===== config.mk =====
export PLATFORM = sky130hd
export DESIGN_NAME = tt_serial_subtractor_flat
export DESIGN_NICKNAME = d
export VERILOG_FILES = /design/src/rtl/tt_serial_subtractor_pkg.sv /design/src/rtl/tt_serial_subtractor_if.sv /design/src/rtl/tt_serial_subtractor_full_subtractor.sv /design/src/rtl/tt_serial_subtractor.sv /design/src/flat_wrapper.sv
export SDC_FILE = /design/constraint.sdc
export NUM_CORES = 1
export LEC_CHECK = 0
export CAP_MARGIN = 20
export CORE_ASPECT_RATIO = 1.75
export CORE_MARGIN = 4
export CORE_UTILIZATION = 48
export CTS_CLUSTER_DIAMETER = 200
export DETAILED_ROUTE_END_ITERATION = 8
export GPL_TIMING_DRIVEN = 1
export MAX_ROUTING_LAYER = met4
export PLACE_DENSITY = 0.75
export SETUP_SLACK_MARGIN = 0.1
export SKIP_LAST_GASP = 1
export SLEW_MARGIN = 15
export SYNTH_ARGS = -nofsm -noshare
export SYNTH_HDL_FRONTEND = slang
export SYNTH_SLANG_ARGS = --single-unit

===== constraint.sdc =====
create_clock -name clk -period 1.9 [get_ports clk]
set_clock_uncertainty 0.05 [all_clocks]
set_input_delay 0.475 -clock clk [delete_from_list [all_inputs] [get_ports clk]]
set_output_delay 0.475 -clock clk [all_outputs]
set_load 0.05 [all_outputs]

===== src/rtl/tt_serial_subtractor_pkg.sv =====
// tt_arith_pkg: shared FSM state type and sizing constants for the serial arithmetic tiles
//   DEF_WIDTH  default operand width
//   DEF_CNT_W  bit-counter width for the default operand width
package tt_arith_pkg;
  localparam int DEF_WIDTH = 8;
  localparam int DEF_CNT_W = $clog2(DEF_WIDTH);
  typedef enum logic [1:0] {IDLE, SHIFT, DONE} state_t;
endpackage


===== src/rtl/tt_serial_subtractor_if.sv =====
// tt_serial_subtractor_if: start/ready/done handshake and result bus of the serial subtractor
//   master drives start, a, b; slave drives ready, busy, done, diff, borrow, zero
interface tt_serial_subtractor_if #(parameter int WIDTH = tt_arith_pkg::DEF_WIDTH);
  logic start;
  logic [WIDTH-1:0] a;
  logic [WIDTH-1:0] b;
  logic ready;
  logic busy;
  logic done;
  logic [WIDTH-1:0] diff;
  logic borrow;
  logic zero;
  modport master(output start, a, b, input ready, busy, done, diff, borrow, zero);
  modport slave(input start, a, b, output ready, busy, done, diff, borrow, zero);
endinterface


===== src/rtl/tt_serial_subtractor_full_subtractor.sv =====
// full_subtractor: 1-bit combinational full subtractor
//   i_a - i_b - i_bin -> o_d with borrow-out o_bout
module full_subtractor (
  input  logic i_a,
  input  logic i_b,
  input  logic i_bin,
  output logic o_d,
  output logic o_bout
);
  assign o_d    = i_a ^ i_b ^ i_bin;
  assign o_bout = (~i_a & i_b) | (~(i_a ^ i_b) & i_bin);
endmodule


===== src/rtl/tt_serial_subtractor.sv =====
// tt_serial_subtractor: bit-serial unsigned subtractor, diff = a - b, LSB first
//   clk, rst (async, active-high); s: slave side of tt_serial_subtractor_if
module tt_serial_subtractor
  import tt_arith_pkg::*;
#(
  parameter int WIDTH = DEF_WIDTH
) (
  input logic clk,
  input logic rst,
  tt_serial_subtractor_if.slave s
);
  localparam int CW = $clog2(WIDTH);
  state_t r_state, w_next;
  logic [WIDTH-1:0] r_a, r_b, r_r, r_diff, w_r;
  logic [CW-1:0] r_cnt;
  logic r_bw, r_borrow, r_zero, w_d, w_bout, w_last;
  full_subtractor u_fs (
    .i_a   (r_a[0]),
    .i_b   (r_b[0]),
    .i_bin (r_bw),
    .o_d   (w_d),
    .o_bout(w_bout)
  );
  assign w_r    = {w_d, r_r[WIDTH-1:1]};
  assign w_last = r_cnt == CW'(WIDTH - 1);
  always_comb begin
    w_next = r_state;
    case (r_state)
      IDLE:    w_next = s.start ? SHIFT : IDLE;
      SHIFT:   w_next = w_last ? DONE : SHIFT;
      default: w_next = IDLE;
    endcase
  end
  always_ff @(posedge clk or posedge rst) begin
    if (rst) begin
      r_state  <= IDLE;
      r_a      <= '0;
      r_b      <= '0;
      r_r      <= '0;
      r_cnt    <= '0;
      r_bw     <= 1'b0;
      r_diff   <= '0;
      r_borrow <= 1'b0;
      r_zero   <= 1'b0;
    end else begin
      r_state <= w_next;
      if (r_state == IDLE && s.start) begin
        r_a   <= s.a;
        r_b   <= s.b;
        r_bw  <= 1'b0;
        r_cnt <= '0;
      end else if (r_state == SHIFT) begin
        r_a   <= r_a >> 1;
        r_b   <= r_b >> 1;
        r_r   <= w_r;
        r_bw  <= w_bout;
        r_cnt <= r_cnt + CW'(1);
        if (w_last) begin
          r_diff   <= w_r;
          r_borrow <= w_bout;
          r_zero   <= w_r == '0;
        end
      end
    end
  end
  assign s.ready  = r_state == IDLE;
  assign s.busy   = r_state == SHIFT;
  assign s.done   = r_state == DONE;
  assign s.diff   = r_diff;
  assign s.borrow = r_borrow;
  assign s.zero   = r_zero;
endmodule


===== src/flat_wrapper.sv =====
// flat-port wrapper written by rule: the top's interface ports become plain ports
module tt_serial_subtractor_flat import tt_arith_pkg::*;
#(
  parameter int WIDTH = DEF_WIDTH
)
  (clk, rst, s_start, s_a, s_b, s_ready, s_busy, s_done, s_diff, s_borrow, s_zero);
  tt_serial_subtractor_if #(.WIDTH(WIDTH)) s_i ();
  input logic clk;
  input logic rst;
  input wire logic [$bits(s_i.start)-1:0] s_start;
  input wire logic [$bits(s_i.a)-1:0] s_a;
  input wire logic [$bits(s_i.b)-1:0] s_b;
  output wire logic [$bits(s_i.ready)-1:0] s_ready;
  output wire logic [$bits(s_i.busy)-1:0] s_busy;
  output wire logic [$bits(s_i.done)-1:0] s_done;
  output wire logic [$bits(s_i.diff)-1:0] s_diff;
  output wire logic [$bits(s_i.borrow)-1:0] s_borrow;
  output wire logic [$bits(s_i.zero)-1:0] s_zero;
  assign s_i.start = s_start;
  assign s_i.a = s_a;
  assign s_i.b = s_b;
  assign s_ready = s_i.ready;
  assign s_busy = s_i.busy;
  assign s_done = s_i.done;
  assign s_diff = s_i.diff;
  assign s_borrow = s_i.borrow;
  assign s_zero = s_i.zero;
  tt_serial_subtractor #(.WIDTH(WIDTH)) u_core (.clk(clk), .rst(rst), .s(s_i));
endmodule

==> results of run 1 <==
where the power goes:
group          total (mW)  switching (mW)  internal [mW]  leakage, nW
combinational        1.65            1.01          0.637        0.492
clock               0.555           0.300          0.255       0.0402
sequential           1.42           0.234           1.19        0.497
layer usage:
layer / routed length [um] / GRT usage [%] / vias to the layer above / part of all wire [%]
met1: 1180 / 15.6 / 583 / 39
met2: 1650 / 29.1 / 39 / 54
met5: 0 / - / - / 0
met3: 187 / 5.45 / 7 / 6.1
met4: 45 / 7.40 / 0 / 1.5
li1: - / - / 581 / -
cell families after synthesis:
logic type / after synthesis / synth area share, %
AO/OA/AOI/OAI: 24 / 9.97
adder cells (fa/ha/maj): 3 / 2.78
buffers and inverters: 13 / 3.79
flip-flops: 39 / 60.3
multiplexers: 8 / 5.56
AND/OR/NAND/NOR: 69 / 17.6
flip-flops by register name, indices dropped and copies added (netlist names):
| register | cells |
|---|---|
| u_core.r_r | 7 |
| u_core.s.diff | 8 |
| u_core.r_bw | 1 |
| u_core.s.zero | 1 |
| u_core.r_b | 8 |
| u_core.r_a | 8 |
| u_core.s.borrow | 1 |
| u_core.r_state | 2 |
| u_core.r_cnt | 3 |
how the worst max path moves through the flow:
stage,endpoint,slack (ps),start
global placement,u_core.r_a[4],-120,s_start
detailed placement,u_core.r_a[6],-200,s_start
global route,s_done,150,u_core.r_state[0]
CTS,u_core.r_a[6],110,s_start
finish,s_busy,220,u_core.r_state[1]
floorplan,s_done,240,u_core.r_state[0]
Yosys cell counts, drive strengths merged:
master | count | area share, %
o21bai | 2 | 0.93
o21ai | 7 | 2.2
nand2b | 1 | 0.39
fa | 1 | 1.2
o22ai | 1 | 0.39
nand3b | 1 | 0.70
nor2 | 1 | 0.23
nor3b | 1 | 0.77
nand2 | 62 | 14
nor4 | 2 | 0.77
dfrtp | 39 | 60
ha | 2 | 1.5
a22oi | 14 | 6.5
buf | 8 | 2.6
nor2b | 1 | 0.39
mux2 | 8 | 5.6
inv | 5 | 1.2
area by class of cell:
cell class | instances | area (um^2) | share of cell area [%]
Multi-Input combinational cell | 104 | 586 | 28.0
Sequential cell | 39 | 976 | 46.6
Timing Repair Buffer | 35 | 370 | 17.7
Inverter | 5 | 18.8 | 0.897
Clock inverter | 3 | 20.0 | 0.956
Tap cell | 43 | 53.8 | 2.57
Clock buffer | 5 | 68.8 | 3.29
timing repair:
action | CTS | global route
endpoints found under the setup margin | 0 | 15
gates resized for setup | 0 | 1
buffers inserted | 0 | 0
through the flow:
stage | power (mW) | std cells | cell area (um^2)
3_3_place_gp | 3.03 | 226 | 2000
2_1_floorplan | 2.55 | 156 | 1620
5_1_grt | 3.90 | 234 | 2090
6_report | 3.63 | 234 | 2090
3_5_place_dp | 3.10 | 226 | 2000
4_1_cts | 3.67 | 234 | 2090
critical path: stages (launching register included):
cell and delay, ps:
sky130_fd_sc_hd__dfrtp_1 440, sky130_fd_sc_hd__nand2b_1 190, sky130_fd_sc_hd__inv_2 100, sky130_fd_sc_hd__buf_12 130
==> reports/metrics.sh, run 1 <==
SLEW_HEADROOM_PCT=60.8
DRV_CAP=0
ROUTE.DETAILED.WL_PER_INST_UM=13.1
YOSYSSEQAREASHARE_PCT=60.3
WORST_SETUP_PATH_END_KIND='output pin'
GR-USAGE-ALL-LAYERS_PCT=16.5
ROUTABILITY_CONGESTION=0.731
FIN_SETUP_TNS_PS=0
CLK_LATENCY_PS=300
SETUP.WORST_PATH.CLASS='register to output pin'
VIA_PER_INST=5.17
R2R-END='u_core.s.diff[7]'
FP.DIEH_UM=84.8
FIRST_GLOBAL_VIAS=1258
YS_WARN_COUNT=0
IO_BUFFER_COUNT=31
R2R-START='u_core.r_cnt[0]'
GRT_ANTENNA_BEFORE_REPAIR=0
TRITONCTS_NUM_SINKS=39
CP_MAX_FO=6
CTS.REPORTEDPATHS.CLKPINSLEW_PS=80
CRITICAL_PATH_REQUIRED_PS=1370
FINALWIRELENGTH_MM=3.06
NETLIST-CELL-TYPE-COUNT=19
SETUP_REPAIR_AFTER_GLOBAL_ROUTING_MISSED_ITS_MARGIN='no'
DETAILEDROUTE.FIRSTPASSITERATIONCOUNT=5
DR_TOTAL_VIAS=1210
SLEW_VIOL_FINAL=0
RR_WORST_DEPTH=4
PERIOD_SHARE_PCT=88.5
DRT_FIRST_ITER_VIOLATIONS=34
DETAIL_ROUTE.DRC_VIOLATIONS=0
CP_LAUNCH_TYPE='register'
WORST_EP_ARRIVAL_TIME_PS=1160
ANTENNA_CELLS=0
NETS=212
POST-DP-HPWL_MM=2.12
GRT_MAX_DEGREE=40
FMAX_MHz=595
HOLD_FAILS_FINAL_RPT=0
SYNTH.NET_COUNT=178
DIE_X_UM=51.9
POST_ROUTE_CELLS_DRIVE_ABOVE_1_SHARE_PCT=19.4
WORST-R2R-SETUP-SLACK_PS=260
TIMING.FINAL.SETUP_VIOLATIONS=0
FINALWORSTPATHREQUIREDPERIOD_PS=1680
HOLD_PATH.STARTPOINT='u_core.r_b[2]'
DPL_WORST_SLACK_PS=-203
STATUS='complete, no violations'
SYNTH_SEQ_CELLS=39
ANTENNA_VIOLATING_NETS_POST_ROUTE=0
TIMING.FINAL.WS_SETUP_PS=219
MOSTFREQUENTLAYOUTCELLS='sky130_fd_sc_hd__nand2_1 (62), sky130_fd_sc_hd__dfrtp_1 (39), sky130_fd_sc_hd__clkdlybuf4s50_1 (18), sky130_fd_sc_hd__a22oi_1 (14), sky130_fd_sc_hd__buf_4 (12)'
AREA_GROWTH_PCT=29.3
FLOORPLAN.INITIALDENSITY_PCT=50.4
VDD.IR_DROP.WORST_V=0.000938
NETLIST_AREA_MM2=0.00162
NUM_IO_PINS=32
DIE_AREA_MM2=0.00440
GRT_REMAINING_OVERFLOW=0
CLK_PATH_BUF_DEPTH=2
P_LEAK_nW=1.03
NUMBER_OF_BUFFERS_CREATED_BY_CTS=5
PLACEMENT_ROWS=27
CORE_REGION_AREA_MM2=0.00321
WORST_HOLD_PATH.NUM_CELLS=2
CELLPOWERDENSITY_mW_PER_MM2=1730
H-TREE-DEPTH=2
CTS.HOLD.BUFFERS_ADDED=0
HOLD_END='u_core.r_b[2]'
CTS_TREE='built'
LAYOUT.CELLS.MOST_COMMON='sky130_fd_sc_hd__nand2_1'
FILLCELLCOUNT=274
FINAL.HOLD.WORST_SLACK_PS=432
SLEW_AT_THE_PIN_CLOSEST_TO_ITS_MAX_SLEW_LIMIT_PS=588
CLOCKROOTBUFFER='sky130_fd_sc_hd__clkbuf_8'
MIN_PATH_TYPE='register to register'
GRT_FIRST_PASS_WIRELENGTH_MM=5.33
FINAL_CORE_UTILIZATION_PCT=65.2
NETLIST_INSTANCES=156
SYNTH_AREA_PER_CELL_UM2=10.4
Power figures use the tool's default switching activity.
==> inputs of run 2 (changes only) <==
Settings changed: CORE_UTILIZATION 48 to 40, PLACE_DENSITY 0.75 to unset.
==> reports/metrics.sh, run 2 (synthesized netlist as in run 1, its figures left out) <==
P_SW_SHARE_PCT=42.0
POST-DP-HPWL_MM=2.21
CELLPOWERDENSITY_mW_PER_MM2=1720
CTS_TREE='built'
SLEW_VIOL_FINAL=0
MOSTFREQUENTLAYOUTCELLS='sky130_fd_sc_hd__nand2_1 (62), sky130_fd_sc_hd__dfrtp_1 (39), sky130_fd_sc_hd__clkdlybuf4s50_1 (18), sky130_fd_sc_hd__a22oi_1 (14), sky130_fd_sc_hd__buf_4 (12)'
CLOCKROOTBUFFER='sky130_fd_sc_hd__clkbuf_8'
CELLINTERNALPOWER_mW=2.08
ROUTE.DETAILED.WL_PER_INST_UM=13.1
GRT_MAX_DEGREE=40
POWER.SHARE.COMBINATIONAL_PCT=45.8
CRITICAL_PATH.CELL_CHAIN='nor2b_1 > buf_12'
ANTENNA_CELLS=0
DR_TOTAL_VIAS=1196
CTS.REPORTEDPATHS.CLKPINSLEW_PS=70
CRIT_PATH_MAX_INCR_DELAY_PS=460
FIN_SETUP_TNS_PS=0
FINALWORSTPATHREQUIREDPERIOD_PS=1680
AREA_GROWTH_PCT=29.2
WORST_EP_ARRIVAL_TIME_PS=1150
MIN_PATH_TYPE='register to register'
POSTCTSSETUPREPAIRBUFS=0
PERIOD_SHARE_PCT=88.2
FINALWIRELENGTH_MM=3.12
NETSWITCHINGPOWER_mW=1.51
NUMBER_OF_BUFFERS_CREATED_BY_CTS=5
NUM_IO_PINS=32
CTS-RESIZED-GATES=1
CLOCK_POWER_SHARE_PCT=14.7
CLK_PATH_BUF_DEPTH=2
TIMING.FINAL.SETUP_VIOLATIONS=0
FINAL.HOLD.WORST_SLACK_PS=431
CPMAXSTAGEDELAYCELL='sky130_fd_sc_hd__dfrtp_1'
SETUP.WORST_PATH.CLASS='register to output pin'
LAYOUT.CELLS.MOST_COMMON='sky130_fd_sc_hd__nand2_1'
DIE_X_UM=56.1
POST_ROUTE_CELLS_DRIVE_ABOVE_1_SHARE_PCT=18.3
ROUTABILITY_CONGESTION=0.671
VDD.IR_DROP.WORST_V=0.000840
CORE_REGION_AREA_MM2=0.00390
WORST_SETUP_PATH_END_KIND='output pin'
DRV_CAP=0
CLK_LATENCY_PS=290
DETAILEDROUTE.FIRSTPASSITERATIONCOUNT=4
FINAL_CORE_UTILIZATION_PCT=53.6
CP_MAX_FO=6
SLEW_HEADROOM_PCT=57.9
GR-USAGE-ALL-LAYERS_PCT=14.4
VIA_PER_INST=5.00
CTS.HOLD.BUFFERS_ADDED=0
CP_LAUNCH_TYPE='register'
CRITICAL_PATH_REQUIRED_PS=1370
WORSTSETUPSTARTPOINT='u_core.r_state[0]'
FMAX_MHz=597
H-TREE-DEPTH=2
POWER.SEQUENTIAL.FRACTION_PCT=39.5
HOLD_PATH.STARTPOINT='u_core.s.zero'
ANTENNA_VIOLATING_NETS_POST_ROUTE=0
GRT_ANTENNA_BEFORE_REPAIR=0
STATUS='complete, no violations'
GRT_REMAINING_OVERFLOW=0
FLOORPLAN.INITIALDENSITY_PCT=41.5
IO_BUFFER_COUNT=31
SLEW_AT_THE_PIN_CLOSEST_TO_ITS_MAX_SLEW_LIMIT_PS=631
PLACEMENT_ROWS=30
FIRST_GLOBAL_VIAS=1266
GRT_FIRST_PASS_WIRELENGTH_MM=5.69
R2R-START='u_core.r_cnt[0]'
DIE_AREA_MM2=0.00517
FP.DIEH_UM=92.2
SETUP_REPAIR_AFTER_GLOBAL_ROUTING_MISSED_ITS_MARGIN='no'
TRITONCTS_NUM_SINKS=39
HOLD_FAILS_FINAL_RPT=0
WORST-R2R-SETUP-SLACK_PS=280
DRT_FIRST_ITER_VIOLATIONS=31
NETS=212
DETAIL_ROUTE.DRC_VIOLATIONS=0
P_LEAK_nW=1.03
## run 2: critical path, delay by kind of cell, from the launching register on
kind                   cells  cell delay, ps
flip-flops                 1             460
AND/OR/NAND/NOR            1             230
buffers and inverters      1             170
## run 2: per-layer routing
layer	GRT usage (%)	vias up	share of wire [%]
met5	-	-	0
met4	5.94	0	1.9
met3	3.52	5	4.2
met2	26.3	24	56
met1	14.2	584	38
li1	-	583	-
## run 2: final cells by class
type                       count  area [um^2]
clock buffer                   7         76.3
clock inverter                 1         5.00
fill                         372         1810
inverter                       5         18.8
multi-input combinational    104          586
sequential                    39          976
tap                           48         60.1
timing repair buffer          35          370
## run 2: through the flow
stage                     worst slack, ps  instances  power, mW  area (um^2)
final                                 224        239       3.59         2090
after global placement               -166        231       3.05         2010
after global routing                  145        239       3.89         2090
after CTS                             211        239       3.64         2090
after floorplan                       239        156       2.55         1620
after detailed placement             -231        231       3.11         2010
## run 2: power groups by stage
stage / Combinational, mW / Sequential, mW / Clock [mW]
6_report: 1.64 / 1.42 / 0.529
5_1_grt: 1.83 / 1.48 / 0.588
4_1_cts: 1.67 / 1.42 / 0.547
3_5_place_dp: 1.67 / 1.44 / 0
3_3_place_gp: 1.63 / 1.42 / 0
2_1_floorplan: 0.837 / 1.71 / 0
## run 2: final timing paths
path                       cells past startpoint               end
max in group asynchronous                      3     u_core.r_b[4]
setup / recovery                               2            s_done
hold reg to reg                                2     u_core.s.zero
hold / removal                                 2     u_core.s.zero
setup reg to reg                               4  u_core.s.diff[3]
min in group asynchronous                      3  u_core.s.diff[3]
==> inputs of run 3 (changes only) <==
Settings changed: CTS_BUF_LIST set to sky130_fd_sc_hd__clkbuf_16.
==> reports/metrics.sh, run 3 (synthesized netlist as in run 1, its figures left out) <==
STATUS='complete, no violations'
CP_ENDPOINT='s_done'
ROUTABILITY_CONGESTION=0.671
WORST_SETUP_PATH_END_KIND='output pin'
PLACEMENT_ROWS=30
CTS-RESIZED-GATES=1
DR_TOTAL_VIAS=1190
DRV_CAP=0
CLK_LATENCY_PS=270
CTS.REPORTEDPATHS.CLKPINSLEW_PS=50
CPMAXSTAGEDELAYCELL='sky130_fd_sc_hd__dfrtp_1'
SLEW_AT_THE_PIN_CLOSEST_TO_ITS_MAX_SLEW_LIMIT_PS=627
CTS.HOLD.BUFFERS_ADDED=0
MET3_USAGE_PCT=4.37
MIN_PATH_TYPE='register to register'
SETUP_REPAIR_AFTER_GLOBAL_ROUTING_MISSED_ITS_MARGIN='no'
POSTCTSSETUPREPAIRBUFS=0
GRT_MAX_DEGREE=40
NUM_IO_PINS=32
CRITICAL_PATH.CELL_CHAIN='nor2b_1 > buf_12'
DETAILEDROUTE.FIRSTPASSITERATIONCOUNT=4
POST_ROUTE_CELLS_DRIVE_ABOVE_1_SHARE_PCT=18.3
ANTENNA_CELLS=0
ANTENNA_VIOLATING_NETS_POST_ROUTE=0
HOLD_FAILS_FINAL_RPT=0
RR_WORST_DEPTH=4
TIMING.FINAL.SETUP_VIOLATIONS=0
DETAIL_ROUTE.DRC_VIOLATIONS=0
VIA_PER_INST=4.98
AREA_GROWTH_PCT=32.7
CORE_REGION_AREA_MM2=0.00390
FINALWORSTPATHREQUIREDPERIOD_PS=1660
FIRST_GLOBAL_VIAS=1278
LAYOUT.CELLS.MOST_COMMON='sky130_fd_sc_hd__nand2_1'
ROUTE.DETAILED.WL_PER_INST_UM=13.0
VDD.IR_DROP.WORST_V=0.000961
IO_BUFFER_COUNT=31
MOSTFREQUENTLAYOUTCELLS='sky130_fd_sc_hd__nand2_1 (62), sky130_fd_sc_hd__dfrtp_1 (39), sky130_fd_sc_hd__clkdlybuf4s50_1 (18), sky130_fd_sc_hd__a22oi_1 (14), sky130_fd_sc_hd__buf_4 (12)'
GRT_UTIL_MET2_PCT=26.2
FILLCELLCOUNT=363
SLEW_HEADROOM_PCT=58.2
WORST_EP_ARRIVAL_TIME_PS=1130
CELLPOWERDENSITY_mW_PER_MM2=1780
WORSTSETUPSTARTPOINT='u_core.r_state[0]'
H-TREE-DEPTH=2
CP_LAUNCH_TYPE='register'
DIE_AREA_MM2=0.00517
FLOORPLAN.INITIALDENSITY_PCT=41.5
NETS=212
SLEW_VIOL_FINAL=0
HOLD_PATH.STARTPOINT='u_core.s.zero'
TRITONCTS_NUM_SINKS=39
FMAX_MHz=604
NUMBER_OF_BUFFERS_CREATED_BY_CTS=5
CP_MAX_FO=6
PERIOD_SHARE_PCT=87.2
DRT_FIRST_ITER_VIOLATIONS=28
P_LEAK_nW=1.06
GRT_MOST_USED_LAYER='met2'
CRIT_PATH_MAX_INCR_DELAY_PS=450
GRT_REMAINING_OVERFLOW=0
POWER_mW=3.83
CRITICAL_PATH_REQUIRED_PS=1370
GRT_ANTENNA_BEFORE_REPAIR=0
GRT_FIRST_PASS_WIRELENGTH_MM=5.71
FP.DIEH_UM=92.2
POST-DP-HPWL_MM=2.21
R2R-START='u_core.r_cnt[0]'
WORST-R2R-SETUP-SLACK_PS=280
GR-USAGE-ALL-LAYERS_PCT=14.4
SETUP.WORST_PATH.CLASS='register to output pin'
GR-USAGE-MET1_PCT=14.2
CLOCKROOTBUFFER='sky130_fd_sc_hd__clkbuf_16'
CLK_PATH_BUF_DEPTH=2
R2R-END='u_core.s.diff[6]'
CTS_TREE='built'
FINALWIRELENGTH_MM=3.10
DIE_X_UM=56.1
FINAL.HOLD.WORST_SLACK_PS=426
==> run 3: changes by cell type in the layout (fill, tap and decap cells not counted) <==
| cell | delta |
|---|---|
| sky130_fd_sc_hd__clkbuf_1 | -2 |
| sky130_fd_sc_hd__clkbuf_16 | +5 |
| sky130_fd_sc_hd__clkbuf_8 | -5 |
| sky130_fd_sc_hd__inv_1 | +2 |
==> run 3: per-layer routing <==
layer | up-vias | wire [um]
li1 | 584 | -
met1 | 573 | 1200
met2 | 29 | 1730
met3 | 4 | 144
met4 | 0 | 25
met5 | - | 0
==> run 3: critical path: cells and delay by family, from the launching register on <==
family                 cells  cell delay, ps
flip-flops                 1             450
AND/OR/NAND/NOR            1             230
buffers and inverters      1             170
==> run 3: worst min-delay path by stage <==
| stage | end | slack [ps] | cells past startpoint |
|---|---|---|---|
| 2_1_floorplan | u_core.r_b[0] | 400 | 2 |
| 3_3_place_gp | u_core.s.zero | 410 | 2 |
| 3_5_place_dp | u_core.r_a[1] | 420 | 2 |
| 4_1_cts | u_core.r_a[1] | 430 | 2 |
| 5_1_grt | u_core.r_a[5] | 460 | 2 |
| 6_report | u_core.s.zero | 430 | 2 |
==> run 3: metrics by stage <==
stage | TNS [ps] | setup slack (ps) | utilization [%] | instances | instance area, um^2
floorplan | 0 | 239 | - | 156 | 1620
global placement | -2310 | -166 | 51.4 | 231 | 2010
detailed placement | -3120 | -231 | 51.4 | 231 | 2010
CTS | 0 | 233 | 55.0 | 239 | 2150
global route | 0 | 172 | 55.0 | 239 | 2150
finish | 0 | 244 | 55.0 | 239 | 2150
==> run 3: final cells by class <==
type	count	area, um^2	area share, %
Sequential cell	39	976	45.4
Multi-Input combinational cell	104	586	27.3
Timing Repair Buffer	35	370	17.2
Clock buffer	5	125	5.82
Tap cell	48	60.1	2.80
Inverter	5	18.8	0.874
Clock inverter	3	12.5	0.582
==> run 3: report_power, final <==
group	switching (mW)	internal [mW]
sequential	0.230	1.19
combinational	1.01	0.636
clock	0.296	0.473
total	1.53	2.30
